==> config.mk <==
export PLATFORM = sky130hd
export DESIGN_NAME = carry_select_subtractor_pipe
export DESIGN_NICKNAME = d
export VERILOG_FILES = /design/src/rtl/carry_select_subtractor_pipe.sv
export SDC_FILE = /design/constraint.sdc
export NUM_CORES = 1
export LEC_CHECK = 0
export CAP_MARGIN = 30
export CORE_MARGIN = 4
export CORE_UTILIZATION = 47
export CTS_CLUSTER_SIZE = 20
export DETAILED_ROUTE_END_ITERATION = 8
export PLACE_DENSITY = 0.76
export SLEW_MARGIN = 20
export SYNTH_ARGS = -nofsm -noshare
export SYNTH_HDL_FRONTEND = slang
export SYNTH_SLANG_ARGS = --single-unit
==> constraint.sdc <==
create_clock -name clk -period 2.8 [get_ports clk]
set_input_delay 0.56 -clock clk [delete_from_list [all_inputs] [get_ports clk]]
set_output_delay 0.56 -clock clk [all_outputs]
set_load 0.1 [all_outputs]
==> src/rtl/carry_select_subtractor_pipe.sv <==
// Two-stage pipelined carry-select subtractor: D = A - B - Bin, Bout = borrow-out.
// Optional signed-overflow output OVF is enabled by defining CSS_SIGNED_OVF_EN.

module csss_seg_sub #(
    parameter int W = 16
) (
    input  logic [W-1:0] a,
    input  logic [W-1:0] b,
    input  logic         bin,
    output logic [W-1:0] diff,
    output logic         bout
);
    logic [W:0] sum;

    // Subtraction as a + ~b + ~bin; the borrow is the inverted carry.
    assign sum  = {1'b0, a} + {1'b0, ~b} + {{W{1'b0}}, ~bin};
    assign diff = sum[W-1:0];
    assign bout = ~sum[W];
endmodule

module carry_select_subtractor_pipe #(
    parameter int WIDTH = 32,
    parameter int SPLIT = WIDTH / 2
) (
    input  logic             clk,
    input  logic             rst,
    input  logic             in_valid,
    output logic             in_ready,
    input  logic [WIDTH-1:0] A,
    input  logic [WIDTH-1:0] B,
    input  logic             Bin,
    output logic             out_valid,
    input  logic             out_ready,
    output logic [WIDTH-1:0] D,
`ifdef CSS_SIGNED_OVF_EN
    output logic             OVF,
`endif
    output logic             Bout
);
    localparam int HI = WIDTH - SPLIT;

    logic             s2_en, s1_en, xfer_in;
    logic [SPLIT-1:0] lo_d;
    logic             lo_b;
    logic [HI-1:0]    hi0_d, hi1_d;
    logic             hi0_b, hi1_b;

    logic             s1_valid;
    logic [SPLIT-1:0] s1_lo;
    logic             s1_blo;
    logic [HI-1:0]    s1_hi0, s1_hi1;
    logic             s1_b0, s1_b1;

    logic [HI-1:0]    sel_hi;
    logic             sel_b;

    assign s2_en    = !out_valid | out_ready;
    assign s1_en    = !s1_valid | s2_en;
    assign in_ready = s1_en & !rst;
    assign xfer_in  = in_valid & in_ready;

    csss_seg_sub #(.W(SPLIT)) u_lo (
        .a(A[SPLIT-1:0]), .b(B[SPLIT-1:0]), .bin(Bin), .diff(lo_d), .bout(lo_b)
    );
    // Both upper candidates are formed up front; stage 2 picks one by the lower borrow.
    csss_seg_sub #(.W(HI)) u_hi0 (
        .a(A[WIDTH-1:SPLIT]), .b(B[WIDTH-1:SPLIT]), .bin(1'b0), .diff(hi0_d), .bout(hi0_b)
    );
    csss_seg_sub #(.W(HI)) u_hi1 (
        .a(A[WIDTH-1:SPLIT]), .b(B[WIDTH-1:SPLIT]), .bin(1'b1), .diff(hi1_d), .bout(hi1_b)
    );

    assign {sel_b, sel_hi} = s1_blo ? {s1_b1, s1_hi1} : {s1_b0, s1_hi0};

`ifdef CSS_SIGNED_OVF_EN
    logic s1_amsb, s1_bmsb;

    always_ff @(posedge clk) begin
        if (rst) begin
            s1_amsb <= 1'b0;
            s1_bmsb <= 1'b0;
            OVF     <= 1'b0;
        end else begin
            if (xfer_in) begin
                s1_amsb <= A[WIDTH-1];
                s1_bmsb <= B[WIDTH-1];
            end
            if (s2_en && s1_valid)
                OVF <= (s1_amsb != s1_bmsb) & (sel_hi[HI-1] != s1_amsb);
        end
    end
`endif

    always_ff @(posedge clk) begin
        if (rst) begin
            s1_valid  <= 1'b0;
            s1_lo     <= '0;
            s1_blo    <= 1'b0;
            s1_hi0    <= '0;
            s1_b0     <= 1'b0;
            s1_hi1    <= '0;
            s1_b1     <= 1'b0;
            out_valid <= 1'b0;
            D         <= '0;
            Bout      <= 1'b0;
        end else begin
            if (s1_en)
                s1_valid <= in_valid;
            if (xfer_in) begin
                s1_lo  <= lo_d;
                s1_blo <= lo_b;
                s1_hi0 <= hi0_d;
                s1_b0  <= hi0_b;
                s1_hi1 <= hi1_d;
                s1_b1  <= hi1_b;
            end
            if (s2_en) begin
                out_valid <= s1_valid;
                if (s1_valid) begin
                    D    <= {sel_hi, s1_lo};
                    Bout <= sel_b;
                end
            end
        end
    end
endmodule

# ---- Yosys cells after proc, flatten, opt, wreduce, memory -nomap -nowiden
# Cells that the tools add are included.
dict set report word_totals {
  register_bits 86
  output_inout_bits 35
}
dict set report classes {
  n_addsub 4
  muxes 1
  bitwise 10
  reduce_logical 4
}
# op n
set ops {}
lappend ops {{adder 16 x 16 -> 17 bit} 2}
lappend ops {{NOT 16 bit} 2}
lappend ops {{adder 17 x 1 -> 17 bit} 1}
lappend ops {{adder 17 x 1 -> 17 bit (second input constant)} 1}
lappend ops {{two-way mux 17 bit} 1}
lappend ops {{NOT 1 bit} 4}
lappend ops {{zero test 1 bit} 3}
lappend ops {{AND 1 bit} 2}
lappend ops {{OR 1 bit} 2}
lappend ops {{AND reduction 2 bit} 1}

# ---- Logic depth before layout (Yosys ltp)
# Gate-level depths: netlist of the first run.
dict set report logic_depth {
  depth_word 5
  depth_mapped 13
}

# ---- Hierarchy
# A second synthesis of the first run with hierarchy kept.
dict set report hier_totals {
  cells_unflattened 701
  area_unflattened_um2 6132.1
}
# module instances cells_each area_each_um2
set by_module_without_submodules {}
lappend by_module_without_submodules {carry_select_subtractor_pipe 1 327 3464.6}
lappend by_module_without_submodules {{csss_seg_sub at u_hi0 ...} 2 127 902.1}
lappend by_module_without_submodules {{csss_seg_sub at u_lo} 1 120 863.3}

# ---- Least setup slack after synthesis of the first run
# OpenSTA, ideal clock, no wires.
dict set report synth_path {
  kind {register -> register}
  start {reg out_valid}
  end {reg s1_hi1[1]}
  setup_ns 0.086
  t_arrival_ns 3.558
  setup_slack_ns -0.843
  stages_incl_launch_ff 8
  n_path_buf 2
  synth_period_minus_slack_ns 3.643
  cell_sequence {dfxtp_1 nor2b_1 a21oi_1 and2_1 clkdlybuf4s15_1 clkbuf_1 nor2_1 a211oi_1}
}
dict set report synth_via {
  elab_chain_len 5
}
# item line
set synth_lines {}
lappend synth_lines {{start, declared} 32} ;# output logic out_valid,
lappend synth_lines {{start signal, assigned} 118} ;# out_valid <= s1_valid;
lappend synth_lines {{zero test 1 bit} 57} ;# assign s2_en = !out_valid | out_ready;
lappend synth_lines {{OR 1 bit} 57}
lappend synth_lines {{OR 1 bit} 58} ;# assign s1_en = !s1_valid | s2_en;
lappend synth_lines {{AND 1 bit} 59} ;# assign in_ready = s1_en & !rst;
lappend synth_lines {{net in_ready} 28} ;# output logic in_ready,
lappend synth_lines {{AND 1 bit} 60} ;# assign xfer_in = in_valid & in_ready;
lappend synth_lines {{end signal, assigned} 114} ;# s1_hi1 <= hi1_d;
lappend synth_lines {{end, declared} 51} ;# logic [HI-1:0] s1_hi0, s1_hi1;
# The timed path passes the listed nets, and every way through them passes these cells.
# A chain may end at the register's enable or synchronous reset.

# ---- Worst setup path after layout of the first run
dict set report layout_path {
  start {in B[16]}
  end {reg s1_b0}
}
dict set report layout_via {
  elab_chain_len 4
}
# item line
set layout_lines {}
lappend layout_lines {{start, declared} 30} ;# input logic [WIDTH-1:0] B,
lappend layout_lines {{NOT 16 bit} 16} ;# assign sum = {1'b0, a} + {1'b0, ~b} + {{W{1'b0}}, ~bin};
lappend layout_lines {{adder 16 x 16 -> 17 bit} 16}
lappend layout_lines {{adder 17 x 1 -> 17 bit} 16}
lappend layout_lines {{NOT 1 bit} 18} ;# assign bout = ~sum[W];
lappend layout_lines {{end signal, assigned} 113} ;# s1_b0 <= hi0_b;
lappend layout_lines {{end, declared} 52} ;# logic s1_b0, s1_b1;
# No other way between the ends.

==> impl_metrics.yaml, run 1 <==
outcome:
  outcome: "finished with violations"
  violations: "negative setup slack"
placement:
  io_buffers: 103
  routabilityCongestion: 0.8521
  placedCellCount: 893
  dp_hpwl_um: 9530
  placed_area_um2: 6659
  place_ws_ns: -0.8052
pwr:
  pwr-share-clk: 0.220
  powerDensity_nw_per_um2: 487.5
  power_switching_mw: 1.250
  switching_share: 0.3436
  intPower_mw: 2.388
  comb_power_share: 0.395
  p_seq_frac: 0.385
  irDropWorstVdd_mv: 0.2546
  p_leak_nw: 3.306
run:
  cap_violations: 0
clocking:
  cts_max_level: 3
  clock_latency_ns: 0.35
  cts_tree: "yes"
  cts_buffer_depth: 2
  cts.sinks: 86
  clk_pin_slew_ns: 0.08
  ctsRootBufferMaster: "clkbuf_8"
  numCtsBuffers: 9
detailed_routing:
  via_per_inst: 5.313
  wl_per_cell_um: 14.97
  drt-initial-drc-count: 262
  vias: 4968
  first_pass_iters: 5
  wl_um: 14000
  drc: 0
  drtAntennaViolNets: 0
die:
  start_util: 0.4856
  fp-row-count: 37
  ioPinCount: 104
  die_h_um: 111.5
  die_x_um: 111.5
  fp.dieArea_um2: 12440
  coreArea_um2: 10370
worst_setup_path:
  critPathKind: "in -> reg"
  reg2reg_from: "out_valid"
  critPathMaxStageDelay_ns: 0.39
  r2r_slack_ns: 1.07
  crit_chain: "buf_8, inv_12, ha_4, inv_2, fa_2, nor2b_4, o21ai_1, a21oi_4, nand4_4, nor4_4, nand3_2, buf_6, nor4_4, nand2_1, o211ai_1"
  end_kind: "flip-flop"
  critical_path.most_common_cell: "nor4_4"
  cp_data_arrival_time_ns: 3.11
  reg2regPathDepth: 6
  critPathMaxFanout: 3
  required_ns: 3.07
  critPathLaunch: "B[16]"
  crit_end: "s1_b0"
  start_kind: "input pin"
  timing.rr.end: "s1_b0"
  worst_path_max_delay_cell: "fa_2"
synthesis:
  ys_types: 61
  synth_top_flop_cell: "dfxtp_1"
  async_flop_share: 0
  synth_area_per_cell_um2: 8.283
  ys_seq_area_frac: 0.3419
  syn_nets: 712
  syn_inst: 608
  yosysWarnings: 0
  synth_seq_cells: 86
  synth_edf_count: 0
  syn_area_um2: 5036
timing:
  clock.fmax_mhz: 352.8
  max-slew-margin-rel: 0.5540
  timing.hold.ws_ns: 0.4563
  setup_ws_ns: -0.03448
  min_period_ns: 2.834
  finalCritPeriodShare: 1.012
  finalSetupViolCount: 2
  final_max_slew_viol_count: 0
  clock_skew_ns: 0.01128
  hold_violations: 0
  worst_pin_slew_ns: 0.6690
final_layout:
  syn2layout_area_growth_pct: 48.20
  diodes: 0
  final_area_um2: 7463
  layout.nets: 900
  drive_above_1_share: 0.2866
  finish.utilization: 0.7197
  fin_cells: 935
global_route:
  globalRouteOverflowTotal: 0
  grt_start_max_net_pins: 79
  grt_pass1_wl_um: 21580
  track_usage: 0.2042
  grt_pass1_vias: 4771
  antenna_found_initial: 0
hold_path:
  hp-class: "reg -> reg"
[through the flow]
| stage | total power, mW | TNS, ns |
|---|---|---|
| after floorplan | 2.204 | -0.3317 |
| after global placement | 2.612 | -11.95 |
| after global routing | 3.801 | -0.4055 |
| final | 3.638 | -0.05385 |
| after CTS | 3.549 | 0 |
| after detailed placement | 2.649 | -15.00 |
[what timing repair did]
item                                    CTS  global route
buffers inserted                         21             8
resized for setup                        50            70
hold buffers                              0             0
pin swaps                                38            46
endpoints found under the setup margin   20            19
[how the worst min path moves through the flow]
| stage | startpoint | endpoint | cells after the start |
|---|---|---|---|
| 2_1_floorplan | s1_b1 | s1_b1 | 2 |
| 3_3_place_gp | s1_b1 | s1_b1 | 2 |
| 3_5_place_dp | s1_b1 | s1_b1 | 2 |
| 4_1_cts | s1_b1 | s1_b1 | 2 |
| 5_1_grt | s1_hi0[13] | s1_hi0[13] | 2 |
| 6_report | s1_hi0[13] | s1_hi0[13] | 2 |
[power groups by stage]
stage	clock [mW]	combinational, mW	sequential, mW
finish	0.800	1.44	1.40
global route	0.843	1.54	1.41
detailed placement	0	1.22	1.43
CTS	0.810	1.34	1.40
floorplan	0	0.598	1.61
global placement	0	1.19	1.42
[final cells by class]
cell class | count | area, um^2
Fill cell | 742 | 2907
Tap cell | 136 | 170.2
Timing Repair Buffer | 206 | 1799
Clock buffer | 12 | 135.1
Multi-Input combinational cell | 452 | 3436
Sequential cell | 86 | 1722
Inverter | 41 | 166.4
Clock inverter | 2 | 35.03
[layout by cell type, fill, tap and decap left out, types with 8 or more instances in the layout]
cell,synthesis,routed
a211oi_1,28,27
a21o_1,9,9
a21oi_1,37,33
buf_4,0,128
buf_6,1,8
clkbuf_8,2,9
clkdlybuf4s50_1,0,44
dfxtp_1,86,86
dlymetal6s2s_1,0,17
ha_1,32,20
ha_4,0,12
inv_1,41,27
inv_2,0,13
mux2i_1,17,17
nand2_1,82,81
nand3_1,8,8
nand3b_1,30,30
nor2_1,51,48
o21ai_0,35,26
o21ai_1,3,8
xnor2_1,15,12
xor2_1,19,19
[synth_stat cells (5+ instances only)]
cell       n  area, um^2
ha_1      32       400.4
a211oi_1  28       210.2
nor2_1    51       191.4
mux2i_1   17       170.2
a21o_1     9       67.56
nand2b_1   7       43.79
xor2_1    19       166.4
nand3b_1  30       225.2
clkbuf_1  24       90.09
inv_1     41       153.9
nand4_1    5       31.28
xnor2_1   15       131.4
nor2b_1    7       43.79
o21ai_0   35       175.2
dfxtp_1   86        1722
nand3_1    8       40.04
nand2_1   82       307.8
nor3_1    10       50.05
a21oi_1   37       185.2
[logic make-up (layout without fill, tap and decap cells)]
family	after synthesis	count (layout)	synth area share
buffers and inverters	70	261	0.05888
adders and majority gates	35	35	0.09143
and+or+nand+nor	221	221	0.2199
DFF	86	86	0.3419
muxes	17	17	0.03379
xor gates and xnor gates	35	35	0.06236
AOI/OAI and AO/OA	144	144	0.1918
[critical path, delay by kind of cell]
family                   cells  cell delay (ns)
adder cells (fa/ha/maj)      2             0.52
buffers and inverters        4             0.35
AO/OA/AOI/OAI                3             0.45
AND/OR/NAND/NOR              6             1.23
[metal layers]
layer  up-vias  wire, um  global-route usage
li1       2494         -                   -
met1      2313      6130              0.2646
met2       132      6959              0.3486
met3        29       604             0.03043
met4         0       302             0.06894
met5         -         0                   0
[state kept, by name (all words and copies together) (netlist names)]
signal and cells:
s1_b0 1, D 32, s1_hi1 16, out_valid 1
s1_b1 1, s1_valid 1, Bout 1, s1_hi0 16
s1_blo 1, s1_lo 16
Power figures use the tool's default switching activity.
==> inputs of run 2 (changes only) <==
--- a/config.mk
+++ b/config.mk
@@ -10,7 +10,7 @@
 export CORE_UTILIZATION = 47
 export CTS_CLUSTER_SIZE = 20
 export DETAILED_ROUTE_END_ITERATION = 8
-export PLACE_DENSITY = 0.76
+export PLACE_DENSITY = 0.77
 export SLEW_MARGIN = 20
 export SYNTH_ARGS = -nofsm -noshare
 export SYNTH_HDL_FRONTEND = slang
==> run 2 against run 1 <==
Net effect:
- the run still ends with negative setup slack left
- flip-flop and latch count is the same
- global-route usage grew 0.40 points
- hold slack lost 0.0019 ns
- clock skew up 0.0022 ns
- maximum frequency is 2.5% lower
- total power fell by 0.53%
- critical path type unchanged
- critical path depth up 1
- critical endpoint is now s1_hi0[10]
- register-to-register slack worse by 0.08 ns
- core utilization is 0.64 points lower
- combinational power barely moved
- largest power group unchanged
==> impl_metrics.yaml, run 2 (synthesis gave the netlist of run 1 again) <==
timing:
  rsz0062_at_grt: "yes"
  finalSetupViolCount: 4
  totalNegativeSetupSlack_ns: -0.2907
  min_period_ns: 2.906
  finalCritPeriodShare: 1.038
  worst_pin_slew_ns: 0.6515
  final_max_slew_viol_count: 0
  clock_skew_ns: 0.01351
  timing.hold.ws_ns: 0.4544
  clock.fmax_mhz: 344.1
  max-slew-margin-rel: 0.5657
  setup_ws_ns: -0.1061
  hold_violations: 0
global_route:
  grt_pass1_wl_um: 22070
  grt_pass1_vias: 4929
  globalRouteOverflowTotal: 0
  antenna_found_initial: 0
  grt_start_max_net_pins: 47
  track_usage: 0.2081
detailed_routing:
  drtAntennaViolNets: 0
  wl_per_cell_um: 15.39
  drt-initial-drc-count: 255
  first_pass_iters: 5
  routed.top_layer: "met4"
  vias: 4996
  wl_met2_um: 7050
  wl_um: 14340
  via_per_inst: 5.361
  met3WireLength_um: 638
  drt-met1-wl_um: 6214
  drc: 0
worst_setup_path:
  end_kind: "flip-flop"
  critPathMaxStageDelay_ns: 0.39
  reg2regPathDepth: 6
  critical_path.most_common_cell: "buf_6"
  cp_data_arrival_time_ns: 3.16
  crit_end: "s1_hi0[10]"
  worst_path_max_delay_cell: "fa_2"
  crit_chain: "buf_8, inv_12, ha_4, inv_2, fa_2, nor2b_4, buf_4, o21ai_2, a21oi_2, nand4_4, nor4_4, nand3_2, buf_6, buf_6, xor2_1, a211oi_1"
  critPathMaxFanout: 3
  r2r_slack_ns: 0.99
  timing.rr.end: "s1_hi0[9]"
  required_ns: 3.06
  reg2reg_from: "out_valid"
  start_kind: "input pin"
  critPathKind: "in -> reg"
  critPathLaunch: "B[16]"
die:
  start_util: 0.4856
  ioPinCount: 104
  coreArea_um2: 10370
  fp-row-count: 37
  die_h_um: 111.5
  die_x_um: 111.5
  fp.dieArea_um2: 12440
clocking:
  postCtsHoldBufs: 0
  ctsRootBufferMaster: "clkbuf_8"
  cts.sinks: 86
  clk_pin_slew_ns: 0.09
  clock_latency_ns: 0.35
  cts_buffer_depth: 2
  cts_max_level: 3
  cts_tree: "yes"
  numCtsBuffers: 9
final_layout:
  fillers: 768
  drive_above_1_share: 0.2877
  diodes: 0
  layout.nets: 895
  fin_cells: 932
  syn2layout_area_growth_pct: 46.88
  finish.utilization: 0.7133
  final_cell_mix: "buf_4 (127), dfxtp_1 (86), nand2_1 (81), nor2_1 (49), clkdlybuf4s50_1 (49)"
  multi_input_area_um2: 3461
  final_common_cell: "buf_4"
  largest_reg_flops: 32
  ff_latch_area_um2: 1722
  top_register: "D"
placement:
  io_buffers: 103
  placedCellCount: 897
  routabilityCongestion: 0.8844
  dp_hpwl_um: 9506
  place_ws_ns: -0.7978
run:
  cap_violations: 0
hold_path:
  hp-class: "reg -> reg"
  hp-start: "s1_lo[1]"
pwr:
  p_leak_nw: 3.205
  powerDensity_nw_per_um2: 489.3
  irDropWorstVdd_mv: 0.2639
outcome:
  outcome: "finished with violations"
  violations: "negative setup slack"
-- run 2: power by group --
group / internal, mW / switching [mW] / total, mW
Clock: 0.325 / 0.458 / 0.783
Sequential: 1.34 / 0.0644 / 1.40
Combinational: 0.634 / 0.800 / 1.43
-- run 2: repair_timing --
action	4_1_cts	5_1_grt
gates resized for setup	56	56
endpoints found under the setup margin	18	17
gates cloned	0	0
buffers inserted	13	6
pin swaps	36	40
-- run 2: worst min path at each step --
stage	endpoint	slack, ns	cells after the start
6_report	D[1]	0.45	2
5_1_grt	D[1]	0.49	2
4_1_cts	D[1]	0.45	2
3_5_place_dp	s1_hi0[15]	0.45	2
3_3_place_gp	s1_b1	0.43	2
2_1_floorplan	s1_b1	0.42	2
-- run 2: stage by stage --
step	total power, mW	instance area [um^2]
3_5_place_dp	2.649	6676
4_1_cts	3.498	7121
6_report	3.619	7397
3_3_place_gp	2.616	6676
2_1_floorplan	2.204	5095
5_1_grt	3.805	7397
-- run 2: worst max-delay path, delay by kind of cell --
kind	cells	cell delay [ns]
buffers and inverters	6	0.58
XOR/XNOR	1	0.16
adder cells (fa/ha/maj)	2	0.51
AND/OR/NAND/NOR	4	0.80
AO/OA/AOI/OAI	3	0.57
-- run 2: metal layers --
layer / track usage / vias to the layer above
met2: 0.3550 / 160
met5: 0 / -
met1: 0.2651 / 2325
met4: 0.09002 / 0
met3: 0.02554 / 35
li1: - / 2476
-- run 2: cell type report --
type	count	share of cell area
Multi-Input combinational cell	452	0.4679
Sequential cell	86	0.2327
Timing Repair Buffer	201	0.2304
Tap cell	136	0.02300
Inverter	41	0.02250
Clock buffer	10	0.01725
Clock inverter	6	0.006258
